File: src/rtl/device_ram_port_if.sv
// device_ram_port_if: bus bundle between the slot-device request aggregate,
// the device RAM port and the SDRAM arbiter auxiliary read port.
//
// Handshake: the device side raises dev_ram_cs with dev_ram_addr valid; a new
// request is any rising cs or address change while cs is high. The result
// comes back as a one-cycle dev_ram_valid strobe with dev_ram_data. On the
// SDRAM side sdram_req is a level held with sdram_addr stable until the
// one-cycle sdram_ack, which carries sdram_rdata in the same cycle.
interface device_ram_port_if #(
  parameter int ADDR_WIDTH = 27
);
  logic                  dev_ram_cs;
  logic [ADDR_WIDTH-1:0] dev_ram_addr;
  logic [7:0]            dev_ram_data;
  logic                  dev_ram_valid;
  logic                  cpu_wait;
  logic                  sdram_req;
  logic [ADDR_WIDTH-1:0] sdram_addr;
  logic                  sdram_ack;
  logic [7:0]            sdram_rdata;
  logic                  timeout_err;

  // The port itself.
  modport slave (
    input  dev_ram_cs, dev_ram_addr, sdram_ack, sdram_rdata,
    output dev_ram_data, dev_ram_valid, cpu_wait, sdram_req, sdram_addr,
           timeout_err
  );

  // Device aggregate plus SDRAM arbiter, seen as one peer.
  modport master (
    output dev_ram_cs, dev_ram_addr, sdram_ack, sdram_rdata,
    input  dev_ram_data, dev_ram_valid, cpu_wait, sdram_req, sdram_addr,
           timeout_err
  );
endinterface

File: src/rtl/device_ram_port.sv
// device_ram_port: turns device ram_cs/ram_addr requests into handshaked
// SDRAM reads, returns the byte with a one-cycle strobe and stretches the CPU
// with cpu_wait while a fetch is outstanding. A one-deep pending slot keeps
// the newest request that arrives during a fetch.
// Optional feature macro: DEVICE_RAM_CACHE_EN (one-entry read cache).
module device_ram_port #(
  parameter int ADDR_WIDTH = 27,
  parameter int TIMEOUT    = 255
) (
  input  logic                    clk_sys,
  input  logic                    reset_n,
  device_ram_port_if.slave        bus,
  output logic [1:0]              dbg_state_o
);
  typedef enum logic [1:0] {
    ST_IDLE = 2'd0,
    ST_REQ  = 2'd1,
    ST_WAIT = 2'd2,
    ST_DONE = 2'd3
  } state_e;

  localparam logic [7:0] TIMEOUT_CNT = 8'(TIMEOUT);

  state_e                state_q, state_d;
  logic                  cs_prev_q;
  logic [ADDR_WIDTH-1:0] addr_prev_q;
  logic                  pend_valid_q, pend_valid_d;
  logic [ADDR_WIDTH-1:0] pend_addr_q, pend_addr_d;
  logic [7:0]            timer_q, timer_d;
  logic [7:0]            cap_q, cap_d;
  logic                  sdram_req_q, sdram_req_d;
  logic [ADDR_WIDTH-1:0] sdram_addr_q, sdram_addr_d;
  logic [7:0]            data_q, data_d;
  logic                  valid_q, valid_d;
  logic                  cpu_wait_q, cpu_wait_d;
  logic                  err_q, err_d;
  logic                  req_event;

`ifdef DEVICE_RAM_CACHE_EN
  logic                  cache_valid_q, cache_valid_d;
  logic [ADDR_WIDTH-1:0] cache_tag_q, cache_tag_d;
  logic [7:0]            cache_data_q, cache_data_d;
  logic                  hit_q, hit_d;
  logic                  cache_hit;
  assign cache_hit = cache_valid_q && (cache_tag_q == bus.dev_ram_addr);
`endif

  // New request: cs rising, or address moving while cs is held.
  assign req_event = bus.dev_ram_cs &&
                     (!cs_prev_q || (bus.dev_ram_addr != addr_prev_q));

  // Next-state and registered-output computation; outputs appear one edge
  // after the state that decides them.
  always_comb begin
    state_d      = state_q;
    pend_valid_d = pend_valid_q;
    pend_addr_d  = pend_addr_q;
    timer_d      = timer_q;
    cap_d        = cap_q;
    sdram_req_d  = sdram_req_q;
    sdram_addr_d = sdram_addr_q;
    data_d       = data_q;
    valid_d      = 1'b0;
    cpu_wait_d   = cpu_wait_q;
    err_d        = err_q;
`ifdef DEVICE_RAM_CACHE_EN
    cache_valid_d = cache_valid_q;
    cache_tag_d   = cache_tag_q;
    cache_data_d  = cache_data_q;
    hit_d         = 1'b0;
`endif
    case (state_q)
      ST_IDLE: begin
        sdram_req_d = 1'b0;
        cpu_wait_d  = 1'b0;
        if (req_event) begin
`ifdef DEVICE_RAM_CACHE_EN
          if (cache_hit) begin
            hit_d = 1'b1;
          end else begin
            state_d      = ST_REQ;
            sdram_addr_d = bus.dev_ram_addr;
          end
`else
          state_d      = ST_REQ;
          sdram_addr_d = bus.dev_ram_addr;
`endif
        end
      end
      ST_REQ: begin
        sdram_req_d = 1'b1;
        cpu_wait_d  = 1'b1;
        timer_d     = 8'd0;
        state_d     = ST_WAIT;
        if (req_event) begin
          pend_valid_d = 1'b1;
          pend_addr_d  = bus.dev_ram_addr;
        end
      end
      ST_WAIT: begin
        sdram_req_d = 1'b1;
        cpu_wait_d  = 1'b1;
        if (req_event) begin
          pend_valid_d = 1'b1;
          pend_addr_d  = bus.dev_ram_addr;
        end
        if (bus.sdram_ack) begin
          state_d = ST_DONE;
          cap_d   = bus.sdram_rdata;
`ifdef DEVICE_RAM_CACHE_EN
          cache_valid_d = 1'b1;
          cache_tag_d   = sdram_addr_q;
          cache_data_d  = bus.sdram_rdata;
`endif
        end else if (timer_q == TIMEOUT_CNT) begin
          state_d = ST_DONE;
          cap_d   = 8'hFF;
          err_d   = 1'b1;
        end else if (timer_q != 8'hFF) begin
          timer_d = timer_q + 8'd1;
        end
      end
      ST_DONE: begin
        sdram_req_d = 1'b0;
        valid_d     = 1'b1;
        data_d      = cap_q;
        // A request arriving on this very edge is newer than the slot.
        if (req_event) begin
          state_d      = ST_REQ;
          sdram_addr_d = bus.dev_ram_addr;
          pend_valid_d = 1'b0;
          cpu_wait_d   = 1'b1;
        end else if (pend_valid_q) begin
          state_d      = ST_REQ;
          sdram_addr_d = pend_addr_q;
          pend_valid_d = 1'b0;
          cpu_wait_d   = 1'b1;
        end else begin
          state_d    = ST_IDLE;
          cpu_wait_d = 1'b0;
        end
      end
      default: state_d = ST_IDLE;
    endcase
`ifdef DEVICE_RAM_CACHE_EN
    if (hit_q) begin
      valid_d = 1'b1;
      data_d  = cache_data_q;
    end
`endif
  end

  // State and output registers; reset drops any fetch or pending request.
  always_ff @(posedge clk_sys or negedge reset_n) begin
    if (!reset_n) begin
      state_q      <= ST_IDLE;
      cs_prev_q    <= 1'b0;
      addr_prev_q  <= '0;
      pend_valid_q <= 1'b0;
      pend_addr_q  <= '0;
      timer_q      <= 8'd0;
      cap_q        <= 8'hFF;
      sdram_req_q  <= 1'b0;
      sdram_addr_q <= '0;
      data_q       <= 8'hFF;
      valid_q      <= 1'b0;
      cpu_wait_q   <= 1'b0;
      err_q        <= 1'b0;
`ifdef DEVICE_RAM_CACHE_EN
      cache_valid_q <= 1'b0;
      cache_tag_q   <= '0;
      cache_data_q  <= 8'hFF;
      hit_q         <= 1'b0;
`endif
    end else begin
      state_q      <= state_d;
      cs_prev_q    <= bus.dev_ram_cs;
      addr_prev_q  <= bus.dev_ram_addr;
      pend_valid_q <= pend_valid_d;
      pend_addr_q  <= pend_addr_d;
      timer_q      <= timer_d;
      cap_q        <= cap_d;
      sdram_req_q  <= sdram_req_d;
      sdram_addr_q <= sdram_addr_d;
      data_q       <= data_d;
      valid_q      <= valid_d;
      cpu_wait_q   <= cpu_wait_d;
      err_q        <= err_d;
`ifdef DEVICE_RAM_CACHE_EN
      cache_valid_q <= cache_valid_d;
      cache_tag_q   <= cache_tag_d;
      cache_data_q  <= cache_data_d;
      hit_q         <= hit_d;
`endif
    end
  end

  assign bus.sdram_req     = sdram_req_q;
  assign bus.sdram_addr    = sdram_addr_q;
  assign bus.dev_ram_data  = data_q;
  assign bus.dev_ram_valid = valid_q;
  assign bus.cpu_wait      = cpu_wait_q;
  assign bus.timeout_err   = err_q;
  assign dbg_state_o       = state_q;
endmodule

File: src/flat_wrapper.sv
// flat-port wrapper written by rule: the top's interface ports become plain ports
module device_ram_port_flat 
#(
  parameter int ADDR_WIDTH = 27,
  parameter int TIMEOUT    = 255
)
  (clk_sys, reset_n, dbg_state_o, bus_dev_ram_cs, bus_dev_ram_addr, bus_sdram_ack, bus_sdram_rdata, bus_dev_ram_data, bus_dev_ram_valid, bus_cpu_wait, bus_sdram_req, bus_sdram_addr, bus_timeout_err);
  device_ram_port_if #(.ADDR_WIDTH(ADDR_WIDTH)) bus_i ();
  input  logic clk_sys;
  input  logic reset_n;
  output logic [1:0] dbg_state_o;
  input wire logic [$bits(bus_i.dev_ram_cs)-1:0] bus_dev_ram_cs;
  input wire logic [$bits(bus_i.dev_ram_addr)-1:0] bus_dev_ram_addr;
  input wire logic [$bits(bus_i.sdram_ack)-1:0] bus_sdram_ack;
  input wire logic [$bits(bus_i.sdram_rdata)-1:0] bus_sdram_rdata;
  output wire logic [$bits(bus_i.dev_ram_data)-1:0] bus_dev_ram_data;
  output wire logic [$bits(bus_i.dev_ram_valid)-1:0] bus_dev_ram_valid;
  output wire logic [$bits(bus_i.cpu_wait)-1:0] bus_cpu_wait;
  output wire logic [$bits(bus_i.sdram_req)-1:0] bus_sdram_req;
  output wire logic [$bits(bus_i.sdram_addr)-1:0] bus_sdram_addr;
  output wire logic [$bits(bus_i.timeout_err)-1:0] bus_timeout_err;
  assign bus_i.dev_ram_cs = bus_dev_ram_cs;
  assign bus_i.dev_ram_addr = bus_dev_ram_addr;
  assign bus_i.sdram_ack = bus_sdram_ack;
  assign bus_i.sdram_rdata = bus_sdram_rdata;
  assign bus_dev_ram_data = bus_i.dev_ram_data;
  assign bus_dev_ram_valid = bus_i.dev_ram_valid;
  assign bus_cpu_wait = bus_i.cpu_wait;
  assign bus_sdram_req = bus_i.sdram_req;
  assign bus_sdram_addr = bus_i.sdram_addr;
  assign bus_timeout_err = bus_i.timeout_err;
  device_ram_port #(.ADDR_WIDTH(ADDR_WIDTH), .TIMEOUT(TIMEOUT)) u_core (.clk_sys(clk_sys), .reset_n(reset_n), .bus(bus_i), .dbg_state_o(dbg_state_o));
endmodule
File: config.mk
export PLATFORM = sky130hd
export DESIGN_NAME = device_ram_port_flat
export DESIGN_NICKNAME = d
export VERILOG_FILES = /design/src/rtl/device_ram_port_if.sv /design/src/rtl/device_ram_port.sv /design/src/flat_wrapper.sv
export SDC_FILE = /design/constraint.sdc
export NUM_CORES = 1
export LEC_CHECK = 0
export ABC_AREA = 1
export BUFFER_PORTS_ARGS = -buffer_cell sky130_fd_sc_hd__buf_2
export CORE_ASPECT_RATIO = 1.1
export CORE_MARGIN = 5
export CORE_UTILIZATION = 35
export DETAILED_ROUTE_END_ITERATION = 10
export PLACE_DENSITY = 0.62
export SETUP_SLACK_MARGIN = 0.4
export SYNTH_ARGS = -nofsm -noshare
export SYNTH_HDL_FRONTEND = slang
export SYNTH_SLANG_ARGS = --single-unit
File: constraint.sdc
create_clock -name clk_sys -period 1.8 [get_ports clk_sys]
set_input_delay 0.27 -clock clk_sys [delete_from_list [all_inputs] [get_ports clk_sys]]
set_output_delay 0.27 -clock clk_sys [all_outputs]
set_load 0.005 [all_outputs]
# After elaboration in Yosys (flattened, before gate mapping)

Index checks and enable logic that the tools add are counted.

Reduce and logical (&&, ||, !) cells: 17
Muxes and demuxes: 23
Bitwise gates (word level): 1
Equal/unequal tests: 13
Add/subtract/negate cells: 1

Operators by type and width:

| kind                                          | count |
|---|---|
| two-way mux 27 bit                            | 3 |
| one-hot mux 27 bit (2 select lines)           | 1 |
| two-way mux 8 bit                             | 5 |
| != test 27 bit                                | 1 |
| one-hot mux 8 bit (2 select lines)            | 1 |
| adder 8 x 1 -> 8 bit, second input constant   | 1 |
| == test 8 bit, second input constant          | 1 |
| two-way mux 2 bit                             | 4 |
| != test 8 bit, second input constant          | 1 |
| one-hot mux 2 bit (4 select lines)            | 1 |
| AND reduction 2 bit                           | 4 |
| nonzero test 2 bit                            | 4 |
| != test 2 x 1 -> 1 bit, second input constant | 3 |
| AND reduction 3 bit                           | 2 |
| two-way mux 1 bit                             | 5 |
| == test 2 bit, second input constant          | 2 |
| != test 2 bit, second input constant          | 2 |
| one-hot mux 1 bit (2 select lines)            | 2 |
| AND reduction 4 bit                           | 1 |
| OR reduction 2 bit                            | 2 |
| != test 3 x 1 -> 1 bit, second input constant | 1 |
| != test 3 x 2 -> 1 bit, second input constant | 1 |
| one-hot mux 1 bit (3 select lines)            | 1 |
| == test 2 x 1 -> 1 bit, second input constant | 1 |
| 5 further kinds                               | 5 |

Output and inout port bits: 41
Register bits after elaboration: 113

# Logic depth before layout (Yosys ltp)

Gate-level depths: netlist of the first run.

Depth in word-level cells: 5
Depth in mapped cells: 14

# Worst setup path before layout of the first run

OpenSTA, ideal clock, no wires.

Path kind: register to register
Start: reg u_core.state_q[0] (netlist: u_core.dbg_state_o[0])
End: reg u_core.timer_q[5]
Path buffers: 0
Slack: 0.118 ns
Stages on the path, launching flop included: 10
Required time: 1.729 ns
Period minus slack after synthesis: 1.682 ns
Data arrival time: 1.611 ns
Path through: dfrtp_1 -> inv_1 -> ha_1 -> nor2_1 -> inv_1 -> nand2_1 -> nand2_1 -> o21ai_0 -> o21ai_0 -> nor2_1

Cells in the longest elaborated chain, start to end: 3
Elaborated cells between the ends (all ways): 8
Classes of those cells: eq/ne (5); mux (1); reduce/logical (2)

Ends and longest elaborated chain:

| what                                                           | line                   | RTL |
|---|---|---|
| from (decl)                                                    | device_ram_port.sv:24  | `state_e state_q, state_d;` |
| from (signal assigned)                                         | device_ram_port.sv:176 | `state_q <= state_d;` |
| == test 2 bit / == test 2 x 1 -> 1 bit (equally long branches) | device_ram_port.sv:72  | `case (state_q)` |
| != test 2 bit (no source line), or another cell as far along   | n/a                    |  |
| AND reduction 4 bit (no source line)                           | n/a                    |  |
| to (signal assigned)                                           | device_ram_port.sv:181 | `timer_q <= timer_d;` |
| to (decl)                                                      | device_ram_port.sv:29  | `logic [7:0] timer_q, timer_d;` |

Several ways; a longest one is shown, not always the timed one.
A chain may end at the register's enable or synchronous reset.

# Final worst setup path of the first run

Start: reg u_core.addr_prev_q[18]
End: reg u_core.state_q[0] (netlist: u_core.dbg_state_o[0])

Cells in the longest elaborated chain, start to end: 5
Elaborated cells between the ends (all ways): 7
Classes of those cells: eq/ne (2); mux (2); reduce/logical (3)

Ends and longest elaborated chain:

| what                                                                             | line                   | RTL |
|---|---|---|
| from (decl)                                                                      | device_ram_port.sv:26  | `logic [ADDR_WIDTH-1:0] addr_prev_q;` |
| from (signal assigned)                                                           | device_ram_port.sv:178 | `addr_prev_q <= bus.dev_ram_addr;` |
| != test 27 bit (*)                                                               | device_ram_port.sv:50  | `(!cs_prev_q \|\| (bus.dev_ram_addr != addr_prev_q));` |
| logical OR 1 bit (*)                                                             | device_ram_port.sv:50  |  |
| logical AND 1 bit (*)                                                            | device_ram_port.sv:49  | `assign req_event = bus.dev_ram_cs &&` |
| two-way mux 2 bit / != test 2 x 1 -> 1 bit (equally long branches)               | n/a                    |  |
| one-hot mux 2 bit (4 select lines) / AND reduction 2 bit (equally long branches) | n/a                    |  |

Every way passes the cells marked *; elsewhere a longest branch is shown, timed or not.

==> summary.md, run 1 <==
| Metric | Value |
|---|---|
| Clock skew | 0.00773 ns |
| Ys Warns | 0 |
| Post-route cell area | 0.00716 mm^2 |
| Synth area leaders | dfrtp_1 (48%), nand2_1 (21%), dfstp_2 (8.4%) |
| R2R depth | 15 |
| WS Path Type | reg -> reg |
| Hpwl dp | 8.57 mm |
| Root Buffer | clkbuf_16 |
| Fin crit share | 101% |
| Most frequent cells after synthesis | nand2_1 (288), dfrtp_1 (97), inv_1 (72) |
| Horiz. Die Dim | 124 um |
| Ys flop type | dfrtp_1 |
| H-tree depth | 4 |
| Max-cap violations | 0 |
| Most common cell in the netlist | nand2_1 |
| Total gr overflow | 0 |
| Critical Path Fanout Max | 5 |
| Layout Cells excl Fill | 989 |
| Syn Nets | 681 |
| Initial core utilization | 35.2% |
| Final nets | 829 |
| Yosys reg bits | 113 |
| Synthesized area per cell | 7.91 um^2 |
| FP Rows | 46 |
| Die height | 136 um |
| Reg2reg setup slack | -0.03 ns |
| Layout cells sized above 1 | 32.7% |
| CTS Buffer Depth | 2 |
| Area grow syn2layout | 42.3% |
| First-pass GRT wire length | 21.9 mm |
| Max-slew headroom | 70.3% |
| Startpoint Class | register |
| Initial antenna violation count | 0 |
| Peak supply drop | 719 uV |
| Violation count after the first detailed-route iteration | 262 |
| # fillers | 1407 |
| Unique masters post-synth | 22 |
| Final Slew Violations | 0 |
| Core area | 0.0143 mm^2 |
| Fin Hold WS | 0.0129 ns |
| DR WL/cell | 13.5 um |
| Failing checks | setup timing |
| Vias | 4370 |
| Clk pin slew, worst setup/hold paths | 0.05 ns |
| Vias per std cell | 4.42 |
| Minimum clock period | 1.83 ns |
| Largest net degree at the start of global routing | 48 |
| Pre-antenna DRT Iters | 4 |
| Post-synth EDFFs | 0 |
| Setup-failing EPs final | 23 |
| Die Footprint | 0.0169 mm^2 |
| CTS tree | built |
| Drt drc | 0 |
| Unrepaired setup endpoints after global routing | true |
| Final core utilization | 50.2% |
| Slew @ Worst Pin | 0.446 ns |
| Cell area after synthesis | 0.00503 mm^2 |
| Register area share after synthesis | 56.6% |
| Clock sink count | 113 |
| Max Clk Rate | 547 MHz |
| CP Data Arrival Time | 2.13 ns |
| Pleak | 3.90 nW |
| CTS buffer count | 17 |
| Pwr/cell area | 1700 mW/mm^2 |
| R2r endpoint | u_core.dbg_state_o[0] |
| Final hold violation count | 0 |
| Dpl ws | -0.176 ns |
| Syn Inst Count | 636 |
| Worst min path class | in -> reg |
| Inst Count DP | 933 |
| CP Capture Type | register |
| Final WS setup | -0.0269 ns |
| Data required time of the critical path | 2.10 ns |
| Total track usage | 16.2% |
| Synth async-reset ratio | 100% |
| Post-DP Area | 0.00606 mm^2 |
| Clock Latency Late Sink | 0.41 ns |
| Total Routed Length | 13.4 mm |
| I/O pin total | 80 |
| Vias in the first global route | 4503 |
| Share of the synthesized area in the top cell type | 48.2% |
| Worst R2R Start | u_core.addr_prev_q[18] |
| Ant. Diodes | 0 |
| Critical Path Sink | u_core.dbg_state_o[0] |
| Post-route ant nets | 0 |
| Placer Congestion | 0.781 |
| CP Launch Point | u_core.addr_prev_q[18] |
| Buffers on Ports | 79 |
| Area leader, netlist | dfrtp_1 |
| Status | complete, but fails checks |
-- worst max-delay path, stage by stage, from the launching register on --
cell and delay (ns):
dfrtp_1 0.38, nor2_1 0.09, nor2_1 0.07, nor2_1 0.10
nand2_1 0.05, nor2_1 0.08, nand2_1 0.09, o21ai_4 0.22
buf_4 0.16, buf_4 0.10, buf_4 0.11, nand2_1 0.04
nand2_1 0.08, nand2_1 0.06, nand2_1 0.05, nand2_1 0.04
-- power by group --
group	switching (W)	internal, W
sequential	0.000456	0.00360
combinational	0.00280	0.00225
clock	0.00110	0.00199
total	0.00436	0.00784
-- how the worst min path moves through the flow --
| stage | to | slack [ns] | cells after the start | from |
|---|---|---|---|---|
| global placement | u_core.timer_q[6] | 0.24 | 1 | reset_n |
| CTS | u_core.addr_prev_q[26] | 0.0007 | 1 | bus_dev_ram_addr[26] |
| floorplan | u_core.addr_prev_q[0] | -0.03 | 0 | reset_n |
| finish | u_core.addr_prev_q[12] | 0.01 | 1 | bus_dev_ram_addr[12] |
| detailed placement | u_core.bus.timeout_err | 0.24 | 1 | reset_n |
| global route | u_core.addr_prev_q[16] | 0.002 | 1 | bus_dev_ram_addr[16] |
-- cell usage in the layout, fill, tap and decap left out, types with 7 or more instances in the layout --
cell and count:
inv_1 66, clkbuf_16 20, a21oi_2 7, nand3_1 29
o21ai_0 33, buf_6 9, dfrtp_1 97, inv_2 10
nand2_2 28, buf_4 42, nor2_1 30, buf_2 78
dfstp_2 16, nand2_1 254, dlygate4sd3_1 7, buf_12 8
-- routing by layer --
| metal | track usage [%] | vias to the layer above | routed length (um) |
|---|---|---|---|
| met2 | 26.6 | 97 | 6420 |
| met4 | 5.05 | 0 | 149 |
| li1 | - | 2241 | - |
| met1 | 20.7 | 2018 | 6240 |
| met3 | 4.85 | 14 | 556 |
| met5 | 0 | - | 0 |
-- state kept, by name, summed over array words and instances, names as in the netlist --
name	cells
u_core.addr_prev_q	27
u_core.bus.cpu_wait	1
u_core.bus.dev_ram_data	8
u_core.bus.dev_ram_valid	1
u_core.bus.sdram_addr	27
u_core.bus.sdram_req	1
u_core.bus.timeout_err	1
u_core.cap_q	8
u_core.cs_prev_q	1
u_core.dbg_state_o	2
u_core.pend_addr_q	27
u_core.pend_valid_q	1
u_core.timer_q	8
-- timing repair --
action / 4_1_cts / 5_1_grt
setup endpoints to repair: 82 / 82
buffers inserted: 7 / 4
hold endpoints to repair: 19 / 1
hold buffers: 6 / 1
resized for setup: 58 / 30
pin swaps: 26 / 11
cloned: 1 / 5
-- through the flow --
step | TNS [ns] | power (W)
detailed placement | -5.56 | 0.00821
finish | -0.245 | 0.0122
floorplan | 0 | 0.00645
CTS | -0.0263 | 0.0118
global route | -9.77 | 0.0131
global placement | -3.60 | 0.00812
-- logic make-up (layout without fill, tap and decap cells) --
kind of cell / Yosys count / after routing / synth area share [%]
AO/OA/AOI/OAI: 58 / 58 / 6.19
XOR/XNOR: 1 / 1 / 0.174
AND/OR/NAND/NOR: 360 / 360 / 28.0
flip-flops: 113 / 113 / 56.6
buffers and inverters: 98 / 259 / 7.59
adder cells (fa/ha/maj): 6 / 6 / 1.49
-- final cells by class --
cell class / instances / area [um^2] / share of cell area, %
well taps: 192 / 240 / 3.35
multi-input cells: 425 / 2090 / 29.2
clock inverters: 6 / 55.1 / 0.769
repair buffers: 147 / 1110 / 15.5
inverters: 80 / 323 / 4.51
clock buffers: 26 / 489 / 6.83
flip-flops and latches: 113 / 2850 / 39.8
(Power assumes the default switching activity.)
==> run 2: changes to the inputs <==
Settings changed: MAX_ROUTING_LAYER set to met4.
==> run 2 against run 1 <==
The run still ends with setup timing left. Critical path depth is 3 lower. Utilization is the same. Sequential share of layout area unchanged. Count of clock-buffer cells in the layout is the same. Sequential power barely moved. Highest routed layer unchanged. Critical path type unchanged.
==> summary.md, run 2 (same netlist as run 1, synthesis figures left out) <==
| Metric | Value |
|---|---|
| Layout Cells excl Fill | 989 (unchanged) |
| Critical Path, Cell by Cell | nand2_1, inv_1, nor2_1, nor2_1, nand2_1, nor2_1, nand2_1, o21ai_4, nor2_1, bufinv_8, clkbuf_16, o21ai_0 |
| Final WS setup | -0.0287 ns (-0.00178 ns) |
| Peak supply drop | 712 uV (-1.0%) |
| Buffers on Ports | 79 (unchanged) |
| Pwr/cell area | 1700 mW/mm^2 (-0.10%) |
| Ant. Diodes | 0 (unchanged) |
| Largest stage delay on the critical path | 0.38 ns (about the same) |
| Final hold violation count | 0 (unchanged) |
| Most frequent cells in the layout | nand2_1 (254), dfrtp_1 (97), buf_2 (78), inv_1 (66), buf_4 (42) |
| CP most frequent cell | nor2_1 |
| Max Clk Rate | 547 MHz (about the same) |
| Final core utilization | 50.2% (unchanged) |
| Drt drc | 0 (unchanged) |
| Psw | 0.00434 W (-0.30%) |
| CP Capture Type | register |
| Int Power | 0.00784 W (about the same) |
| Total Routed Length | 13.3 mm (-0.38%) |
| Minimum clock period | 1.83 ns (+0.00178 ns) |
| Failing checks | setup timing |
| Clk pwr share | 25.4% (about the same) |
| Post-route cell area | 0.00716 mm^2 (unchanged) |
| Total gr overflow | 0 (unchanged) |
| Initial antenna violation count | 0 (unchanged) |
| Post-DP Area | 0.00606 mm^2 (unchanged) |
| Most common cell after layout, fill and taps aside | nand2_1 |
| Horiz. Die Dim | 124 um (unchanged) |
| FP Rows | 46 (unchanged) |
| Total track usage | 16.7% (+0.51 points) |
| Status | complete, but fails checks |
| Max-slew headroom | 70.8% (+0.54 points) |
| Switching Share | 35.7% (-0.069 points) |
| Max-cap violations | 0 (unchanged) |
| Overall Power | 0.0122 W (-0.10%) |
| Clock sink count | 113 (unchanged) |
| H-tree depth | 4 (unchanged) |
| Core area | 0.0143 mm^2 (unchanged) |
| Unrepaired setup endpoints after global routing | true |
| CTS buffer count | 17 (unchanged) |
| I/O pin total | 80 (unchanged) |
| Initial core utilization | 35.2% (unchanged) |
| Hpwl dp | 8.57 mm (unchanged) |
| Data required time of the critical path | 2.12 ns (+0.02 ns) |
| Pleak | 3.90 nW (unchanged) |
| Die height | 136 um (unchanged) |
| Vias | 4365 (-0.11%) |
| Vias in the first global route | 4504 (+0.022%) |
| Inst Count DP | 933 (unchanged) |
| Final Slew Violations | 0 (unchanged) |
| CP Data Arrival Time | 2.15 ns (+0.02 ns) |
| Post-route ant nets | 0 (unchanged) |
| Pre-antenna DRT Iters | 4 (unchanged) |
| CTS Buffer Depth | 2 (unchanged) |
| Placer Congestion | 0.792 (+1.4%) |
| Area grow syn2layout | 42.3% (unchanged) |
| Die Footprint | 0.0169 mm^2 (unchanged) |
| Final nets | 829 (unchanged) |
| Largest net degree at the start of global routing | 48 (unchanged) |
| Violation count after the first detailed-route iteration | 210 (-20%) |
| Clk pin slew, worst setup/hold paths | 0.05 ns (about the same) |
| Startpoint Class | register |
| First-pass GRT wire length | 21.9 mm (unchanged) |
| Crit-path slowest cell | dfrtp_1 |
| DR WL/cell | 13.5 um (-0.38%) |
| Sequential Power Share | 33.3% (about the same) |
| Critical Path Fanout Max | 8 (+3) |
| Vias per std cell | 4.41 (-0.11%) |
| Fin crit share | 102% (about the same) |
| Clock skew | 0.00993 ns (+0.00220 ns) |
| Combinational share of power | 41.3% (about the same) |
| Setup-failing EPs final | 28 (+22%) |
| Root Buffer | clkbuf_16 |
| WS Path Type | reg -> reg |
| Layout cells sized above 1 | 32.7% (unchanged) |
| CTS tree | built |
| Worst min path class | in -> reg |
| Slew @ Worst Pin | 0.438 ns (-0.00805 ns) |
| Clock Latency Late Sink | 0.41 ns (about the same) |
==> run 2: timing repair <==
item                                    CTS  global route
gates cloned                              1             5
resized for setup                        58            30
hold endpoints to repair                 19             1
endpoints found under the setup margin   82            82
hold buffers                              6             1
pin swaps                                26            11
setup buffers                             7             4
==> run 2: area by class of cell <==
cell class              count  area (um^2)
flip-flops and latches    113         2850
multi-input cells         425         2090
clock buffers              26          489
inverters                  80          323
repair buffers            147         1110
clock inverters             6         55.1
fillers                  1407         7110
well taps                 192          240
==> run 2: layer usage <==
layer	GRT usage [%]	part of all wire [%]	up-vias
met1	20.9	47	2012
met2	26.5	48	100
li1	-	-	2240
met3	4.73	4.4	13
met5	-	0	-
met4	5.05	0.94	0
==> run 2: stage by stage <==
| stage | setup TNS, ns | setup WS, ns | hold slack (ns) |
|---|---|---|---|
| after floorplan | 0 | 0.175 | -0.0256 |
| after global placement | -3.60 | -0.133 | 0.237 |
| after detailed placement | -5.56 | -0.176 | 0.243 |
| after CTS | -0.0263 | -0.0158 | 0.000749 |
| after global routing | -9.78 | -0.212 | 0.00156 |
| final | -0.286 | -0.0287 | 0.0103 |
==> run 2: final timing paths <==
check | cells after the start | slack [ns] | from | endpoint
worst max-delay path | 12 | -0.03 | u_core.addr_prev_q[18] | u_core.pend_addr_q[13]
min in group asynchronous | 2 | 0.35 | reset_n | u_core.timer_q[6]
worst min register to register | 2 | 0.47 | u_core.bus.sdram_addr[17] | u_core.bus.sdram_addr[17]
max in group asynchronous | 3 | 0.84 | reset_n | u_core.addr_prev_q[10]
worst min-delay path | 1 | 0.01 | bus_dev_ram_addr[12] | u_core.addr_prev_q[12]
worst max register to register | 12 | -0.03 | u_core.addr_prev_q[18] | u_core.pend_addr_q[13]
==> run 2: power groups by stage <==
stage	sequential (W)	clock, W	combinational, W
after floorplan	0.00407	0	0.00238
after global placement	0.00405	0	0.00407
after detailed placement	0.00407	0	0.00414
after CTS	0.00405	0.00313	0.00459
after global routing	0.00417	0.00329	0.00566
final	0.00405	0.00310	0.00504
==> run 2: worst max-delay path, delay by kind of cell, from the launching register on <==
kind            cells  cell delay, ns
compound gates      2            0.25
buf+inv             3            0.46
flops               1            0.38
simple gates        7            0.64
